`src/rtl/cpu_pkg.sv`:
```
// Shared CPU definitions: opcodes the fetch path must recognise and the
// fetch state encoding.
package cpu_pkg;

  // Opcode that parks the fetch unit until reset.
  localparam logic [7:0] OP_HALT = 8'hFE;

  // Harmless filler instruction; opcode 8'hFF is ignored by the decoder,
  // so presenting it never writes any architectural state.
  localparam logic [43:0] OP_NOP = 44'hFF0_0000_0000;

  // Fetch sequencer states.
  typedef enum logic [1:0] {
    ST_IDLE = 2'd0,
    ST_FILL = 2'd1,
    ST_RUN  = 2'd2,
    ST_HALT = 2'd3
  } fetch_state_t;

endpackage

```
`src/rtl/fetch_unit.sv`:
```
// Instruction fetch sequencer in front of a registered-read instruction
// memory. fpc is the address being read; pc tags the instruction that the
// memory returns one cycle later. Supports stall, redirect, pause and halt.
module fetch_unit #(
  parameter int AW = 12,
  parameter int OW = 44
) (
  input  logic          clk,
  input  logic          rst_n,
  input  logic          run,
  input  logic          stall,
  output logic [AW-1:0] imem_addr,
  input  logic [OW-1:0] imem_rdata,
  input  logic [AW-1:0] pc_in,
  input  logic          pc_we,
  output logic [OW-1:0] op,
  output logic          op_valid,
  output logic [AW-1:0] pc,
  output logic          halted
);

  import cpu_pkg::*;

  // Filler word scaled to the instruction width, opcode kept in the top byte.
  localparam logic [OW-1:0] NOP_OP = {OP_NOP[43:36], {(OW-8){1'b0}}};

  fetch_state_t  state_q;
  logic [AW-1:0] fpc_q;
  logic [AW-1:0] pc_q;
  logic [OW-1:0] hold_op_q;
  logic          hold_valid_q;
  logic [OW-1:0] cur_op;
  logic          is_halt_op;

  // While stalled the memory keeps reading fpc, so its output no longer
  // matches pc; the word captured at stall entry is presented instead.
  assign cur_op     = hold_valid_q ? hold_op_q : imem_rdata;
  assign is_halt_op = (cur_op[OW-1 -: 8] == OP_HALT);

  // Sequencer: state, fetch address, tag pc and the stall hold register.
  always_ff @(posedge clk) begin
    if (!rst_n) begin
      state_q      <= ST_IDLE;
      fpc_q        <= '0;
      pc_q         <= '0;
      hold_op_q    <= '0;
      hold_valid_q <= 1'b0;
    end else begin
      case (state_q)
        ST_IDLE: begin
          if (run) state_q <= ST_FILL;
        end
        ST_FILL: begin
          pc_q    <= fpc_q;
          fpc_q   <= fpc_q + AW'(1);
          state_q <= ST_RUN;
        end
        ST_RUN: begin
          if (stall) begin
            if (!hold_valid_q) begin
              hold_op_q    <= imem_rdata;
              hold_valid_q <= 1'b1;
            end
          end else begin
            hold_valid_q <= 1'b0;
            if (is_halt_op) begin
              state_q <= ST_HALT;
            end else if (pc_we) begin
              fpc_q   <= pc_in;
              state_q <= run ? ST_FILL : ST_IDLE;
            end else if (!run) begin
              state_q <= ST_IDLE;
            end else begin
              pc_q  <= fpc_q;
              fpc_q <= fpc_q + AW'(1);
            end
          end
        end
        ST_HALT: begin
          state_q <= ST_HALT;
        end
        default: begin
          state_q <= ST_IDLE;
        end
      endcase
    end
  end

  // Output decode: only RUN carries a real instruction.
  always_comb begin
    op_valid  = (state_q == ST_RUN);
    halted    = (state_q == ST_HALT);
    op        = op_valid ? cur_op : NOP_OP;
    pc        = pc_q;
    imem_addr = fpc_q;
  end

endmodule
```
`config.mk`:
```
export PLATFORM = sky130hd
export DESIGN_NAME = fetch_unit
export DESIGN_NICKNAME = d
export VERILOG_FILES = /design/src/rtl/cpu_pkg.sv /design/src/rtl/fetch_unit.sv
export SDC_FILE = /design/constraint.sdc
export NUM_CORES = 1
export LEC_CHECK = 0
export ABC_AREA = 1
export BUFFER_PORTS_ARGS = -buffer_cell sky130_fd_sc_hd__buf_4
export CORE_MARGIN = 8
export CORE_UTILIZATION = 40
export DETAILED_ROUTE_END_ITERATION = 10
export PLACE_DENSITY = 0.66
export RECOVER_POWER = 25
export SKIP_CTS_REPAIR_TIMING = 1
export SYNTH_ARGS = -nofsm -noshare
export SYNTH_HDL_FRONTEND = slang
export SYNTH_SLANG_ARGS = --single-unit
```
`constraint.sdc`:
```
create_clock -name clk -period 2.53 [get_ports clk]
set_clock_uncertainty 0.15 [all_clocks]
set_input_delay 0.253 -clock clk [delete_from_list [all_inputs] [get_ports clk]]
set_output_delay 0.253 -clock clk [all_outputs]
set_load 0.01 [all_outputs]
```
==> metrics.txt, run 1 <==
buffer and inverter count on the worst path 2; first-pass GRT wire length 18100 um; vias 4138; global-route usage over all layers 0.167; worst min path class in -> reg; Hold Vio Cnt, Final 0; VDD IR-drop max 0.000244 V; critical path depth in cells 5; Placed Cells incl. Taps 847; Design Area, Final 4980 um^2; Final GP Congestion 0.812; Slowest cell on crit path dfxtp_2; highest-count cells in the layout ignoring fill and taps 125 x nand2_1, 110 x buf_4, 92 x inv_1; worst-skew pair later-pin latency 0.35 ns; multi-input logic area 1910 um^2; Port Buffers 130; clock sink count 71; Post-DP Area 4900 um^2; #FFs+latches synth 71; Critical Path End op[20]; CTS tree yes; required time worst endpoint 2.13 ns; CP Cell Sequence buf_6, nand2_1, o21ai_0, nor2_1, buf_4; Num CTS Buffers 9; final std cells w/o fill 862; Pins Over Slew Limit 0; Worst-Margin Slew 0.762 ns; DRT antenna net count 0; reg2reg start hold_valid_q; total congestion overflow 0; commonest non-fill, non-tap cell in the layout nand2_1; # H-tree levels 3; CP Class reg -> out; cell count after synthesis 619; CP Max Fanout 57; Final Power 2.84 mW; largest stage delay on the critical path 0.65 ns; Fill cells 1050; Clock Tree Root clkbuf_8; Max clock buf depth 2; Die Ht 115 um; max_cap viols 0; critical path arrival 1.93 ns; FF+latch area 1420 um^2; num rows 36; Die X 115 um; Ant. Diodes 0; first-pass iteration count of the detailed router 5; worst r2r path cells 10; fin crit share 0.923; DR DRC count 0; final setup fails 0; Die ar. 13200 um^2; synthesized area per cell 6.31 um^2; initial antenna violation count 0; CP Launch Point hold_valid_q; nets@finish 787; EDFF count, synth 0; synthesized cell area 3900 um^2; Top FF cell, synth dfxtp_1; area grow syn2layout 27.6%; yosys warns 0; # IOs 131; vias in the first global route 3927; syn nets 681; Vias/cell 4.80; wire length per cell 12.8 um; async set-reset flop share out of synthesis 0; fin crit period 2.34 ns; RR Endpoint pc[5]; post-DP HPWL 7910 um; RSZ-0062 raised after global routing false; status finished, final reports clean; crit start category register; pwr dens 571 nW/um^2; pin count of the biggest net entering global routing 80; setup TNS 0 ns; layout cells sized above 1 0.203; clock-pin slew on the worst setup and hold paths 0.07 ns; Synth cell types 29; endpoint type of the worst setup path output port; FMAX 0.428 GHz; placeable core area 9640 um^2; cell family with the largest share of critical-path delay flip-flops; initial DRC count 192; total wire length 11000 um; post-synthesis sequential area ratio 0.364; Rel. slew slack 0.492; Starting Density 0.405; Pleak 2.10 nW; r2r setup slk 0.27 ns
==> logic make-up after synthesis <==
logic type      Yosys count  share of synthesized area
fa+ha+maj                 1                    0.00320
flops                    71                      0.364
compound gates          158                      0.207
xor+xnor                  1                    0.00224
simple gates            250                      0.277
buf+inv                 138                      0.147
==> how the worst min path moves through the flow <==
stage                        from             to  cells after the start
global route                stall  hold_op_q[39]                      3
finish                      stall  hold_op_q[39]                      3
CTS                         stall  hold_op_q[37]                      3
detailed placement  hold_op_q[27]  hold_op_q[27]                      2
floorplan           hold_op_q[10]  hold_op_q[10]                      2
global placement    hold_op_q[29]  hold_op_q[29]                      2
==> flip-flops by register name (all words and copies together) (netlist names) <==
name,count
hold_op_q,44
imem_addr,12
pc,12
state_q,2
hold_valid_q,1
==> metrics by stage <==
| stage | setup WS, ns | hold slack (ns) | utilization |
|---|---|---|---|
| 5_1_grt | 0.0435 | 0.0955 | 0.517 |
| 2_1_floorplan | 0.920 | 0.279 | - |
| 3_5_place_dp | 0.339 | 0.297 | 0.508 |
| 4_1_cts | 0.0737 | 0.0827 | 0.527 |
| 6_report | 0.194 | 0.0932 | 0.517 |
| 3_3_place_gp | 0.461 | 0.290 | 0.508 |
==> Yosys cell counts, types with 2 or more instances <==
cell type	instances	area share
nor2_2	4	0.0064
a21oi_2	2	0.0045
or2_0	2	0.0032
nand2_2	9	0.014
nand2_1	125	0.12
inv_1	92	0.088
nand3_1	49	0.063
nand4_1	4	0.0064
buf_4	3	0.0058
nor2_1	54	0.052
buf_2	11	0.014
a21oi_1	64	0.082
inv_2	3	0.0029
o21ai_0	74	0.095
buf_6	3	0.0087
dfxtp_1	71	0.36
o21ai_1	14	0.018
buf_1	3	0.0029
clkbuf_1	22	0.021
==> worst reg2reg max path, delay by kind of cell (launching register included) <==
kind	cells	cell delay [ns]
AND/OR/NAND/NOR	9	1.26
flip-flops	1	0.65
AO/OA/AOI/OAI	1	0.13
==> layer usage <==
metal,up-vias,global-route usage,share of wire
li1,2175,-,-
met4,0,0.0657,0.018
met1,1811,0.212,0.47
met5,-,0,0
met3,18,0.0473,0.074
met2,134,0.261,0.44
==> power by group <==
group | total (mW) | internal (mW) | leakage (nW) | switching (mW)
clock | 0.866 | 0.448 | 0.0892 | 0.419
combinational | 0.740 | 0.289 | 1.43 | 0.452
sequential | 1.24 | 1.19 | 0.576 | 0.0498
total | 2.84 | 1.92 | 2.10 | 0.920
==> layout make-up <==
type | count | share of cell area
clock buffers | 11 | 0.0264
clock inverters | 4 | 0.00954
inverters | 96 | 0.0738
multi-input cells | 410 | 0.383
flip-flops and latches | 71 | 0.286
well taps | 133 | 0.0334
repair buffers | 137 | 0.188
No activity file was read; power rests on OpenSTA's default activity.
==> run 2: changes to the inputs <==
Settings changed: RECOVER_POWER 25 to 100.
==> run 2 against run 1 <==
Effect of this change:
- maximum frequency is 1.3% lower
- setup slack got worse by 0.032 ns
- die area unchanged
- clock-buffer cell count did not move
- largest cell class unchanged
==> metrics.txt, run 2 (synthesis results as in run 1) <==
nets@finish 787; Die Ht 115 um; first-pass iteration count of the detailed router 6; FF+latch area 1420 um^2; Rel. slew slack 0.511; Num CTS Buffers 9; status finished, final reports clean; VDD IR-drop max 0.000235 V; Slowest cell on crit path dfxtp_2; final setup fails 0; endpoint type of the worst setup path output port; critical path arrival 1.96 ns; reg2reg start hold_valid_q; fin crit share 0.936; Critical Path End op[20]; area grow syn2layout 23.0%; buffer and inverter count on the worst path 2; vias in the first global route 3927; Design Area, Final 4800 um^2; setup TNS 0 ns; initial antenna violation count 0; Port Buffers 130; multi-input logic area 1890 um^2; Hold Vio Cnt, Final 0; FMAX 0.422 GHz; initial DRC count 182; CP Launch Point hold_valid_q; highest-count cells in the layout ignoring fill and taps 126 x nand2_1, 92 x inv_1, 87 x o21ai_0; CP Max Fanout 57; # H-tree levels 3; critical path depth in cells 4; # IOs 131; DR DRC count 0; global-route usage over all layers 0.167; worst-skew pair later-pin latency 0.34 ns; Die ar. 13200 um^2; worst min path class in -> reg; crit start category register; CP Class reg -> out; Pins Over Slew Limit 0; Max clock buf depth 2; Die X 115 um; Placed Cells incl. Taps 847; Vias/cell 4.79; wire length per cell 12.7 um; total wire length 11000 um; required time worst endpoint 2.13 ns; worst r2r path cells 11; fin crit period 2.37 ns; DRT antenna net count 0; post-DP HPWL 7910 um; Starting Density 0.405; Clock Tree Root clkbuf_8; max_cap viols 0; layout cells sized above 1 0.143; RR Endpoint imem_addr[4]; cell family with the largest share of critical-path delay flip-flops; r2r setup slk 0.22 ns; Worst-Margin Slew 0.733 ns; clock sink count 71; largest stage delay on the critical path 0.66 ns; Post-DP Area 4900 um^2; pwr dens 580 nW/um^2; final design utilization 0.498; Final Power 2.79 mW; vias 4131; Ant. Diodes 0; num rows 36; RSZ-0062 raised after global routing false; Reg with most FFs hold_op_q; total congestion overflow 0; Pleak 1.93 nW; placeable core area 9640 um^2; Final GP Congestion 0.812; commonest non-fill, non-tap cell in the layout nand2_1; CP Cell Sequence buf_6, o21ai_0, nor2_1, clkbuf_1; clock-pin slew on the worst setup and hold paths 0.07 ns; first-pass GRT wire length 18100 um; max reg flops 44; Fill cells 1098; pin count of the biggest net entering global routing 80; CTS tree yes; final std cells w/o fill 862
-- run 2: cell count changes in the layout (fill, tap and decap cells not counted) --
cell / delta
a21oi_1: +1
o21ai_1: -12
nand2_1: +1
nand2_8: -1
o21ai_0: +12
buf_4: -43
a21oi_2: -1
clkbuf_4: +1
clkbuf_1: +42
-- run 2: layout make-up --
class	count	area share
clock buffers	11	0.0273
repair buffers	137	0.162
inverters	96	0.0766
clock inverters	4	0.00990
flip-flops and latches	71	0.296
multi-input cells	410	0.393
well taps	133	0.0346
-- run 2: worst min path at each step --
| stage | to | cells after the start | slack [ns] | from |
|---|---|---|---|---|
| 2_1_floorplan | hold_op_q[10] | 2 | 0.28 | hold_op_q[10] |
| 3_3_place_gp | hold_op_q[29] | 2 | 0.29 | hold_op_q[29] |
| 3_5_place_dp | hold_op_q[27] | 2 | 0.30 | hold_op_q[27] |
| 5_1_grt | hold_op_q[39] | 3 | 0.1 | stall |
| 6_report | hold_op_q[39] | 3 | 0.09 | stall |
| 4_1_cts | hold_op_q[37] | 3 | 0.08 | stall |
-- run 2: where the power goes --
group | internal [mW] | switching (mW)
logic | 0.242 | 0.442
registers | 1.19 | 0.0502
clock network | 0.448 | 0.417
total | 1.88 | 0.909
-- run 2: worst reg2reg max path: stages (launching register included) --
cell,delay [ns]
dfxtp_2,0.66
inv_8,0.08
nand2_2,0.08
nand2_1,0.07
nand2_1,0.09
nor2_2,0.04
nand2_1,0.09
nand2_2,0.08
nand2_4,0.29
nand2_2,0.23
o21ai_0,0.26
nor2_1,0.06
-- run 2: stage by stage --
step | worst slack, ns | hold slack (ns)
2_1_floorplan | 0.920 | 0.279
3_3_place_gp | 0.461 | 0.290
3_5_place_dp | 0.339 | 0.297
4_1_cts | 0.0737 | 0.0827
5_1_grt | 0.0330 | 0.0955
6_report | 0.162 | 0.0937
-- run 2: metal layers --
metal	routed length, um	global-route usage	up-vias
li1	-	-	2175
met1	5210	0.212	1819
met2	4790	0.261	121
met3	753	0.0473	16
met4	192	0.0657	0
met5	0	0	-
